[src/rtl/snn_seq_pkg.sv]
// Shared types and widths for the SNN run sequencer.
package snn_seq_pkg;

  localparam int FRAME_W = 8;
  localparam int STEP_W  = 5;
  localparam int CNT_W   = 5;

  typedef enum logic [2:0] {
    S_IDLE,
    S_FETCH,
    S_RUN,
    S_WAIT_RDY,
    S_CAPTURE,
    S_DONE
  } state_t;

  // 00 = no spikes, 01 = neuron 0 wins, 10 = neuron 1 wins, 11 = tie
  function automatic logic [1:0] winner_code(input logic [CNT_W-1:0] c0,
                                             input logic [CNT_W-1:0] c1);
    if (c0 == '0 && c1 == '0) return 2'b00;
    else if (c0 > c1)         return 2'b01;
    else if (c1 > c0)         return 2'b10;
    else                      return 2'b11;
  endfunction

endpackage

[src/rtl/snn_seq_spike_counter.sv]
// Saturating spike counters for output neurons 0/1 plus winner decision.
module snn_seq_spike_counter
  import snn_seq_pkg::*;
(
  input  logic             clk,
  input  logic             reset,
  input  logic             i_clear,
  input  logic             i_capture,
  input  logic [1:0]       i_spikes,
  input  logic             i_latch,
  output logic [CNT_W-1:0] o_count0,
  output logic [CNT_W-1:0] o_count1,
  output logic [1:0]       o_winner
);

  localparam logic [CNT_W-1:0] CNT_MAX = '1;

  logic [CNT_W-1:0] r_count [2];
  logic [1:0]       r_winner;

  generate
    for (genvar gi = 0; gi < 2; gi++) begin : g_cnt
      always_ff @(posedge clk) begin
        if (reset || i_clear)
          r_count[gi] <= '0;
        else if (i_capture && i_spikes[gi] && r_count[gi] != CNT_MAX)
          r_count[gi] <= r_count[gi] + CNT_W'(1);
      end
    end
  endgenerate

  always_ff @(posedge clk) begin
    if (reset)
      r_winner <= 2'b00;
    else if (i_latch)
      r_winner <= winner_code(r_count[0], r_count[1]);
  end

  assign o_count0 = r_count[0];
  assign o_count1 = r_count[1];
  assign o_winner = r_winner;

endmodule

[src/rtl/snn_sequencer.sv]
// Steps a spiking network through num_steps frames: fetch, settle, wait, capture.
// Optional spike counters/winner outputs enabled by SNN_SEQ_SPIKE_COUNT_EN.
module snn_sequencer
  import snn_seq_pkg::*;
#(
  parameter int SETTLE_CYCLES  = 4,
  parameter int TIMEOUT_CYCLES = 63
) (
  input  logic               clk,
  input  logic               reset,
  input  logic               start,
  input  logic               abort,
  input  logic [STEP_W-1:0]  num_steps,
  input  logic               in_valid,
  input  logic [FRAME_W-1:0] in_spikes,
  output logic               in_ready,
  output logic               net_enable,
  output logic               net_delay_clk,
  output logic [FRAME_W-1:0] net_input_spikes,
  input  logic [FRAME_W-1:0] net_output_spikes,
  input  logic               net_data_ready,
  output logic               out_valid,
  output logic [FRAME_W-1:0] out_spikes,
  output logic               busy,
  output logic               done,
  output logic               timeout_err
`ifdef SNN_SEQ_SPIKE_COUNT_EN
  ,
  output logic [CNT_W-1:0]   count0,
  output logic [CNT_W-1:0]   count1,
  output logic [1:0]         winner
`endif
);

  localparam logic [7:0] SETTLE_LAST  = 8'(SETTLE_CYCLES - 1);
  localparam logic [7:0] TIMEOUT_LAST = 8'(TIMEOUT_CYCLES - 1);

  state_t             r_state, w_state_next;
  logic [7:0]         r_tmr;
  logic [STEP_W-1:0]  r_num, r_step;
  logic [FRAME_W-1:0] r_net_in, r_out_spikes;
  logic               r_in_ready, r_net_en, r_delay_clk, r_out_valid;
  logic               r_busy, r_done, r_timeout_err;
  logic               w_accept, w_fetch_xfer, w_timeout, w_capture, w_done_fire;

  always_ff @(posedge clk) begin
    if (reset) r_state <= S_IDLE;
    else       r_state <= w_state_next;
  end

  always_comb begin
    w_state_next = r_state;
    w_accept     = 1'b0;
    w_fetch_xfer = 1'b0;
    w_timeout    = 1'b0;
    w_capture    = 1'b0;
    w_done_fire  = 1'b0;
    case (r_state)
      S_IDLE: if (start && num_steps != '0) begin
        w_state_next = S_FETCH;
        w_accept     = 1'b1;
      end
      S_FETCH: if (in_valid && r_in_ready) begin
        w_state_next = S_RUN;
        w_fetch_xfer = 1'b1;
      end
      S_RUN: if (r_tmr == SETTLE_LAST) w_state_next = S_WAIT_RDY;
      S_WAIT_RDY: begin
        if (net_data_ready) begin
          w_state_next = S_CAPTURE;
        end else if (r_tmr == TIMEOUT_LAST) begin
          w_state_next = S_CAPTURE;
          w_timeout    = 1'b1;
        end
      end
      S_CAPTURE: begin
        w_capture    = 1'b1;
        w_state_next = (r_step + STEP_W'(1) == r_num) ? S_DONE : S_FETCH;
      end
      S_DONE: begin
        w_done_fire  = 1'b1;
        w_state_next = S_IDLE;
      end
      default: w_state_next = S_IDLE;
    endcase
    // Abort wins over every action, including a pending capture.
    if (abort && r_state != S_IDLE) begin
      w_state_next = S_IDLE;
      w_fetch_xfer = 1'b0;
      w_timeout    = 1'b0;
      w_capture    = 1'b0;
      w_done_fire  = 1'b0;
    end
  end

  always_ff @(posedge clk) begin
    if (reset) begin
      r_tmr         <= '0;
      r_num         <= '0;
      r_step        <= '0;
      r_net_in      <= '0;
      r_out_spikes  <= '0;
      r_in_ready    <= 1'b0;
      r_net_en      <= 1'b0;
      r_delay_clk   <= 1'b0;
      r_out_valid   <= 1'b0;
      r_busy        <= 1'b0;
      r_done        <= 1'b0;
      r_timeout_err <= 1'b0;
    end else begin
      r_tmr <= (w_state_next != r_state) ? 8'd0 : r_tmr + 8'd1;
      if (w_accept) begin
        r_num         <= num_steps;
        r_step        <= '0;
        r_timeout_err <= 1'b0;
      end
      if (w_timeout)    r_timeout_err <= 1'b1;
      if (w_fetch_xfer) r_net_in <= in_spikes;
      if (w_done_fire)  r_net_in <= '0;
      if (w_capture) begin
        r_out_spikes <= net_output_spikes;
        r_step       <= r_step + STEP_W'(1);
      end
      r_out_valid <= w_capture;
      r_delay_clk <= w_capture;
      r_done      <= w_done_fire;
      r_in_ready  <= (w_state_next == S_FETCH);
      r_net_en    <= (w_state_next == S_RUN) || (w_state_next == S_WAIT_RDY);
      r_busy      <= (w_state_next != S_IDLE);
    end
  end

  assign in_ready         = r_in_ready;
  assign net_enable       = r_net_en;
  assign net_delay_clk    = r_delay_clk;
  assign net_input_spikes = r_net_in;
  assign out_valid        = r_out_valid;
  assign out_spikes       = r_out_spikes;
  assign busy             = r_busy;
  assign done             = r_done;
  assign timeout_err      = r_timeout_err;

`ifdef SNN_SEQ_SPIKE_COUNT_EN
  snn_seq_spike_counter u_spike_counter (
    .clk       (clk),
    .reset     (reset),
    .i_clear   (w_accept),
    .i_capture (w_capture),
    .i_spikes  (net_output_spikes[1:0]),
    .i_latch   (w_done_fire),
    .o_count0  (count0),
    .o_count1  (count1),
    .o_winner  (winner)
  );
`endif

endmodule

[config.mk]
export PLATFORM = sky130hd
export DESIGN_NAME = snn_sequencer
export DESIGN_NICKNAME = d
export VERILOG_FILES = /design/src/rtl/snn_seq_pkg.sv /design/src/rtl/snn_seq_spike_counter.sv /design/src/rtl/snn_sequencer.sv
export SDC_FILE = /design/constraint.sdc
export NUM_CORES = 1
export LEC_CHECK = 0
export BUFFER_PORTS_ARGS = -buffer_cell sky130_fd_sc_hd__buf_2
export CAP_MARGIN = 20
export CORE_MARGIN = 4
export CORE_UTILIZATION = 46
export CTS_CLUSTER_SIZE = 40
export DETAILED_ROUTE_END_ITERATION = 8
export GPL_TIMING_DRIVEN = 1
export PLACE_DENSITY = 0.79
export SLEW_MARGIN = 20
export SYNTH_ARGS = -nofsm -noshare
export SYNTH_HDL_FRONTEND = slang
export SYNTH_SLANG_ARGS = --single-unit
[constraint.sdc]
create_clock -name clk -period 1.67 [get_ports clk]
set_input_delay 0.334 -clock clk [delete_from_list [all_inputs] [get_ports clk]]
set_output_delay 0.334 -clock clk [all_outputs]
set_load 0.02 [all_outputs]
Word-level counts from Yosys, hierarchy flattened
Index checks and enable logic that the tools add are counted.
{ "word_totals": {"romBits": 0, "output_inout_bits": 23, "reg_bits": 43, "wordCells": 63, "latch_bits": 0, "ramBits": 0, "n_memories": 0, "inputBits": 27} }
{ "op_classes": {"magnitude_cmp": 0, "n_mux": 25, "div_mod_pow": 0, "reduce_logical": 12, "n_shift": 0, "mul": 0, "n_bitwise": 0, "n_eq_ne": 12, "add_sub_neg": 2} }
{ "op_table": {"columns": ["cell", "count"], "rows": [
  ["$mux W3", 7],
  ["$mux W1", 15],
  ["$pmux W3 S5", 1],
  ["$eq A3 B2 Y1 const B", 4],
  ["$mux W5", 2],
  ["$add A8 B1 Y8 const B", 1],
  ["$eq A8 B2 Y1 const B", 1],
  ["$eq A8 B6 Y1 const B", 1],
  ["$eq A3 B1 Y1 const B", 2],
  ["$eq A3 B3 Y1 const B", 2],
  ["$reduce_bool A3 Y1", 2],
  ["$add A5 B1 Y5 const B", 1],
  ["$eq A5 B5 Y1", 1],
  ["$reduce_bool A5 Y1", 1],
  ["$reduce_bool A2 Y1", 2],
  ["$reduce_or A2 Y1", 2],
  ["$logic_and A1 B1 Y1", 3],
  ["$logic_not A3 Y1", 1],
  ["$ne A3 B3 Y1", 1],
  ["$logic_or A1 B1 Y1", 1]
]} }

Logic depth before layout (Yosys ltp)
Gate-level depths: netlist (run 1).
{ "logic_depth": {"ltp_word": 7, "depth_mapped": 7} }

Worst setup path before layout (run 1)
Ideal clock, no wire load.
{ "synth_path": {"path_kind": "input port to flip-flop", "start": "input port num_steps[0]", "end": "register r_tmr[2]", "path_slack_ps": -30, "required_time_ps": 1605, "cell_stages": 5, "arrival_ps": 1635, "path_cell_list": "or4_1 -> o21ai_1 -> o211ai_1 -> a2111o_1 -> nor2_1"} }
{ "synth_via": {"elab_chain_cells": 7} }
{ "synth_rtl": {"columns": ["element", "line", "text"], "rows": [
  ["start: declaration", "snn_sequencer.sv:13", "input logic [STEP_W-1:0] num_steps,"],
  ["$reduce_bool A5 Y1", "snn_sequencer.sv:59", "S_IDLE: if (start && num_steps != '0) begin"],
  ["$logic_and A1 B1 Y1", "snn_sequencer.sv:59", null],
  ["$mux W3", "snn_sequencer.sv:59", null],
  ["$pmux W3 S5", "snn_sequencer.sv:58", "case (r_state)"],
  ["$mux W3", "snn_sequencer.sv:87", "if (abort && r_state != S_IDLE) begin"],
  ["$ne A3 B3 Y1", "snn_sequencer.sv:111", "r_tmr <= (w_state_next != r_state) ? 8'd0 : r_tmr + 8'd1;"],
  ["$reduce_or A2 Y1 (no line)", null, null],
  ["end signal: assignment", "snn_sequencer.sv:111", null],
  ["end: declaration", "snn_sequencer.sv:39", "logic [7:0] r_tmr;"]
]} }
Every way passes these cells.
A chain may end at the register's enable or synchronous reset.

Worst setup path after layout (run 1)
{ "layout_path": {"start": "input port num_steps[0]", "end": "register r_tmr[5]"} }
The elaborated chain is that of the path after synthesis.

==> results of run 1 <==
[what timing repair did]
| item | 4_1_cts | 5_1_grt |
|---|---|---|
| hold buffers | 0 | 0 |
| gates resized for setup | 5 | 8 |
| endpoints found under the setup margin | 9 | 23 |
| setup buffers | 2 | 1 |
| hold endpoints to repair | 0 | 0 |
| pin swaps | 6 | 6 |
| cloned | 0 | 0 |
[report_power, final]
| part | leakage (nW) | internal (mW) | total (mW) | switching (mW) |
|---|---|---|---|---|
| sequential | 0.349 | 1.05 | 1.08 | 0.0254 |
| clock | 0.0371 | 0.278 | 0.583 | 0.304 |
| combinational | 0.657 | 0.113 | 0.226 | 0.113 |
[critical path, stage by stage]
cell and delay [ns]:
buf_2 0.10, or4_1 0.53, o21ai_2 0.16, o211ai_1 0.11, a2111o_1 0.50, nor2_1 0.14
[path summary, 6_finish.rpt]
| kind | from | endpoint | slack, ns | cells past startpoint |
|---|---|---|---|---|
| hold / removal | in_spikes[5] | net_input_spikes[5] | 0.28 | 3 |
| setup reg to reg | r_tmr[0] | r_tmr[5] | 0.02 | 7 |
| hold reg to reg | net_input_spikes[5] | net_input_spikes[5] | 0.45 | 2 |
| setup / recovery | num_steps[0] | r_tmr[5] | 0.02 | 6 |
[stage by stage]
step           utilization, %  setup slack, ns  hold WS [ns]  TNS (ns)
2_1_floorplan               -         -0.03043        0.4061   -0.2072
3_3_place_gp            60.80          -0.2587        0.4384    -2.723
3_5_place_dp            60.80          -0.3012        0.4445    -3.324
4_1_cts                 63.50         0.001212        0.2770         0
5_1_grt                 64.62         -0.07837        0.2822   -0.4026
6_report                64.62          0.01865        0.2784         0
[layout by cell type (no fill, tap or decap), types with 4 or more instances in the layout]
cell type	count
a21oi_1	24
buf_2	49
buf_4	27
clkbuf_8	5
dfxtp_1	40
nand2_1	46
nand3_1	6
nor2_1	22
nor2b_1	4
nor3_1	5
o21ai_0	4
xnor2_1	5
xor2_1	6
[logic make-up (layout without fill, tap and decap cells)]
kind of cell / Yosys count / in the layout
adder cells (fa/ha/maj): 3 / 3
buffers and inverters: 15 / 86
AO/OA/AOI/OAI: 45 / 45
multiplexers: 1 / 1
flip-flops: 43 / 43
XOR/XNOR: 11 / 11
AND/OR/NAND/NOR: 107 / 107
[layout make-up]
class,count,share of cell area [%]
flip-flops and latches,43,35.22
repair buffers,77,18.71
inverters,3,0.4587
clock buffers,6,2.956
well taps,48,2.446
multi-input cells,167,40.21
[state kept, by name (all words and copies together) (netlist names), 3 cells and up]
register          cells
r_state               3
r_tmr                 8
net_input_spikes      8
r_step                5
r_num                 5
out_spikes            8
[per-layer routing]
metal / global-route usage (%) / share of wire (%) / up-vias
met5: 0 / 0 / -
met2: 28.16 / 47 / 42
li1: - / - / 916
met4: 7.307 / 0.61 / 0
met3: 4.348 / 6.6 / 2
met1: 21.13 / 45 / 805
[synth_stat cells (2+ instances only)]
| library cell | number | area share (%) |
|---|---|---|
| nand2_1 | 46 | 9.2 |
| dfxtp_1 | 43 | 46 |
| a21oi_1 | 24 | 6.4 |
| nor2_1 | 22 | 4.4 |
| clkbuf_1 | 7 | 1.4 |
| nand3_1 | 6 | 1.6 |
| xor2_1 | 6 | 2.8 |
| nor3_1 | 5 | 1.3 |
| xnor2_1 | 5 | 2.3 |
| buf_2 | 4 | 1.1 |
| nor2b_1 | 4 | 1.3 |
| nor3b_1 | 4 | 1.6 |
| o21ai_0 | 4 | 1.1 |
| a22oi_1 | 3 | 1.2 |
| ha_1 | 3 | 2.0 |
| inv_1 | 3 | 0.60 |
| nand2b_1 | 3 | 1.0 |
| o21bai_1 | 3 | 1.2 |
| or4_1 | 3 | 1.2 |
| a311oi_1 | 2 | 0.94 |
| and2_1 | 2 | 0.67 |
| and3_1 | 2 | 0.67 |
| nand3b_1 | 2 | 0.80 |
| nor4_1 | 2 | 0.67 |
==> results.yml, run 1 <==
outcome:
  status: "complete, no violations"
yosys:
  synth_top_family_by_area: "simple AND/OR/NAND/NOR gates"
  ys_warn_count: 0
  ys_ff_latch: 43
  yosys-mux-area-fraction_pct: 0.6020
  synth_xor_area_share_pct: 5.151
  postSynthAreaPerCell_sq_um: 8.314
  syn_area_sq_mm: 0.001871
  async_flop_share_pct: 0
  synth-edff-count: 0
  ys.flop_type: "dfxtp_1"
  ys_types: 41
  synth-compound-area-share_pct: 14.65
  yosys.area_share.simple_pct: 28.09
  synth-seq-area-share_pct: 46.02
  synthAdderAreaFrac_pct: 2.007
  synth_nets: 255
  synth_cells: 225
final_layout:
  areaGrowthSynthToFinish_pct: 31.24
  drive_gt1_share_pct: 32.09
  antenna-diode-count: 0
  fin_area_sq_mm: 0.002455
  fill_cells: 334
  multiInputGateArea_sq_um: 987.2
  stdcell_count: 344
  ff_latch_area_sq_um: 864.6
  final_net_count: 327
routing:
  drt-initial-drc-count: 71
  num_vias: 1765
  final_antenna_net_count: 0
  drtPass1Iterations: 4
  wl_per_cell_um: 12.49
  remaining_drc_errors: 0
  avgViaCountPerCell: 5.131
  drt-total-wl_um: 4297
sta:
  rsz0062_at_grt: "yes"
  hold_viol: 0
  finalClockSkew_ns: 0.003274
  drv_slew: 0
  period_share_pct: 98.88
  period_minus_slack_ns: 1.651
  setup_violations: 0
  tightest_slew_ns: 0.4167
  fmax_mhz: 605.6
  relSlewSlack_pct: 71.96
global_route:
  grt_use_total_pct: 17.12
  grt_remaining_overflow: 0
  grt_max_degree: 24
  grt_pass1_wl_um: 7017
  antenna_found_initial: 0
  grt_pass1_vias: 1651
floorplan:
  rows: 22
  core-area_sq_mm: 0.003799
  start_util_pct: 49.24
  die_y_um: 71.77
  die_x_um: 71.77
  io_pins: 50
  die_area_sq_mm: 0.005151
place:
  placed_area_sq_mm: 0.002310
  dpl.hpwl_um: 3147
  globalplace.congestion: 0.8226
  port_buffers: 49
  dp.cells: 335
critical_path:
  cp.required_ns: 1.89
  cp-end-kind: "flip-flop"
  worstPathMaxFanout: 8
  critPathLaunchType: "input port"
  worst_ep_arrival_time_ns: 1.87
  critPathKind: "in2reg"
pwr:
  p_per_area_mw_per_mm2: 767.9
  p_leak_nw: 1.044
  power_mw: 1.885
  peakVddDrop_mv: 0.5291
clock_network:
  clk_pin_slew_worst_paths_ns: 0.07
  cts_tree: "done"
  clock_latency_ns: 0.29
  cts_made_buffers: 5
  cts.path.max_buffers: 2
  h-tree-depth: 2
  cts.sink_count: 43
  root_buffer: "clkbuf_8"
flow_run:
  drv_cap: 0
hold_path:
  min-delay-path-class: "in2reg"
Note: power is estimated with default switching activity, not from simulation.
==> run 2: changes to the inputs <==
--- a/config.mk
+++ b/config.mk
@@ -5,14 +5,15 @@
 export SDC_FILE = /design/constraint.sdc
 export NUM_CORES = 1
 export LEC_CHECK = 0
+export ABC_CLOCK_PERIOD_IN_PS = 1670
 export BUFFER_PORTS_ARGS = -buffer_cell sky130_fd_sc_hd__buf_2
 export CAP_MARGIN = 20
-export CORE_MARGIN = 4
 export CORE_UTILIZATION = 46
 export CTS_CLUSTER_SIZE = 40
 export DETAILED_ROUTE_END_ITERATION = 8
 export GPL_TIMING_DRIVEN = 1
 export PLACE_DENSITY = 0.79
+export SETUP_SLACK_MARGIN = 0.15
 export SLEW_MARGIN = 20
 export SYNTH_ARGS = -nofsm -noshare
 export SYNTH_HDL_FRONTEND = slang
==> run 2 against run 1 <==
Against the previous run:
- the run now ends with negative setup slack left
- maximum frequency decreased by 3.6%
- first-iteration DRC count increased by 51%
- clock-buffer cell count unchanged
- clock skew increased by 0.0025 ns
- worst hold slack got worse by 0.019 ns
- global-route usage increased by 4.4 points
- sequential cell count unchanged
- largest power group unchanged
==> results.yml, run 2 (same netlist as run 1, synthesis figures left out) <==
outcome:
  status: "complete, but fails checks"
  violations: "negative setup slack"
clock_network:
  h-tree-depth: 2
  cts_tree: "done"
  cts_made_buffers: 5
  clock_latency_ns: 0.31
  root_buffer: "clkbuf_8"
  cts.path.max_buffers: 2
  clk_pin_slew_worst_paths_ns: 0.08
  postCtsHoldBufs: 0
  cts.sink_count: 43
final_layout:
  drive_gt1_share_pct: 39.87
  antenna-diode-count: 0
  stdcell_count: 354
  mostFrequentLayoutCell: "buf_2"
  areaGrowthSynthToFinish_pct: 43.55
  final_net_count: 335
  final_cell_mix: "48 x buf_2, 45 x nand2_1, 36 x dfxtp_1"
  fill_cells: 280
sta:
  period_share_pct: 102.6
  hold_viol: 0
  rsz0062_at_grt: "yes"
  setup_ws_ns: -0.04318
  tightest_slew_ns: 0.4012
  fmax_mhz: 583.7
  finalSetupTns_ns: -0.1983
  drv_slew: 0
  period_minus_slack_ns: 1.713
  relSlewSlack_pct: 73.01
  setup_violations: 8
  finalClockSkew_ns: 0.005739
place:
  globalplace.congestion: 0.8458
  dpl.hpwl_um: 2974
  port_buffers: 49
  dp.cells: 338
routing:
  final_antenna_net_count: 0
  drtPass1Iterations: 4
  avgViaCountPerCell: 5.302
  num_vias: 1877
  remaining_drc_errors: 0
  drt-initial-drc-count: 107
  drt-total-wl_um: 4826
  wl_per_cell_um: 13.63
critical_path:
  critPathLaunchType: "flip-flop"
  worst_ep_arrival_time_ns: 1.96
  cp-end-kind: "flip-flop"
  critPathKind: "reg2reg"
  worstPathMaxFanout: 8
  ff2ff_path_depth: 7
  cp.required_ns: 1.91
hold_path:
  min-delay-path-class: "in2reg"
  holdPathStages: 3
floorplan:
  rows: 22
  die_x_um: 65.77
  io_pins: 50
  core-area_sq_mm: 0.003771
  die_area_sq_mm: 0.004326
  start_util_pct: 49.60
  die_y_um: 65.77
pwr:
  power_mw: 2.176
  peakVddDrop_mv: 0.5463
  p_per_area_mw_per_mm2: 810.6
  p_leak_nw: 1.123
flow_run:
  drv_cap: 0
global_route:
  grt_max_degree: 14
  antenna_found_initial: 0
  grt_pass1_wl_um: 7086
  grt_use_total_pct: 21.52
  grt_pass1_vias: 1611
  grt_remaining_overflow: 0
==> run 2: changes by cell type in the layout (fill, tap and decap cells not counted), sizes merged <==
cell / change
buf: +6
or3: +1
clkinv: +1
clkbuf: +1
bufinv: +1
==> run 2: path summary, 6_finish.rpt <==
check / endpoint / slack (ns) / start
worst max register to register: r_tmr[1] / -0.04 / r_tmr[0]
worst max-delay path: r_tmr[1] / -0.04 / r_tmr[0]
worst min register to register: out_spikes[2] / 0.45 / out_spikes[2]
worst min-delay path: out_spikes[5] / 0.26 / net_output_spikes[5]
==> run 2: where the power goes <==
part	internal (mW)	leakage, nW	total (mW)	switching [mW]
sequential	1.05	0.353	1.08	0.0287
clock	0.484	0.0612	0.847	0.363
combinational	0.128	0.709	0.255	0.127
total	1.66	1.12	2.18	0.519
==> run 2: per-layer routing <==
metal	wire length [um]	global-route usage, %
met1	2057	27.87
met2	2320	32.91
met3	340	4.828
met4	107	11.68
met5	0	0
==> run 2: what timing repair did <==
action	in CTS	in global routing
resized for setup	13	28
endpoints found under the setup margin	32	28
gates cloned	0	1
buffers inserted	1	6
pin swaps	12	18
==> run 2: layout make-up <==
type	count	area [sq um]	share of cell area, %
multi-input cells	168	1085	40.40
clock buffers	6	82.58	3.075
inverters	3	11.26	0.4194
clock inverters	2	35.03	1.305
repair buffers	84	531.8	19.80
well taps	48	60.06	2.237
flip-flops and latches	43	879.6	32.76
==> run 2: critical path, stage by stage, from the launching register on <==
cell	delay, ns
dfxtp_2	0.36
inv_2	0.05
ha_4	0.14
nor3b_4	0.14
a21o_1	0.17
and3_4	0.18
a2111o_1	0.46
nor2_1	0.14
==> run 2: through the flow <==
stage / hold WS, ns / util [%] / instance area, sq um / setup slack (ns)
after floorplan: 0.4061 / - / 1871 / -0.03043
after global placement: 0.4388 / 61.84 / 2332 / -0.2906
after detailed placement: 0.4435 / 61.84 / 2332 / -0.3222
after CTS: 0.2642 / 66.66 / 2514 / -0.001237
after global routing: 0.2493 / 71.20 / 2685 / -0.1339
final: 0.2589 / 71.20 / 2685 / -0.04318
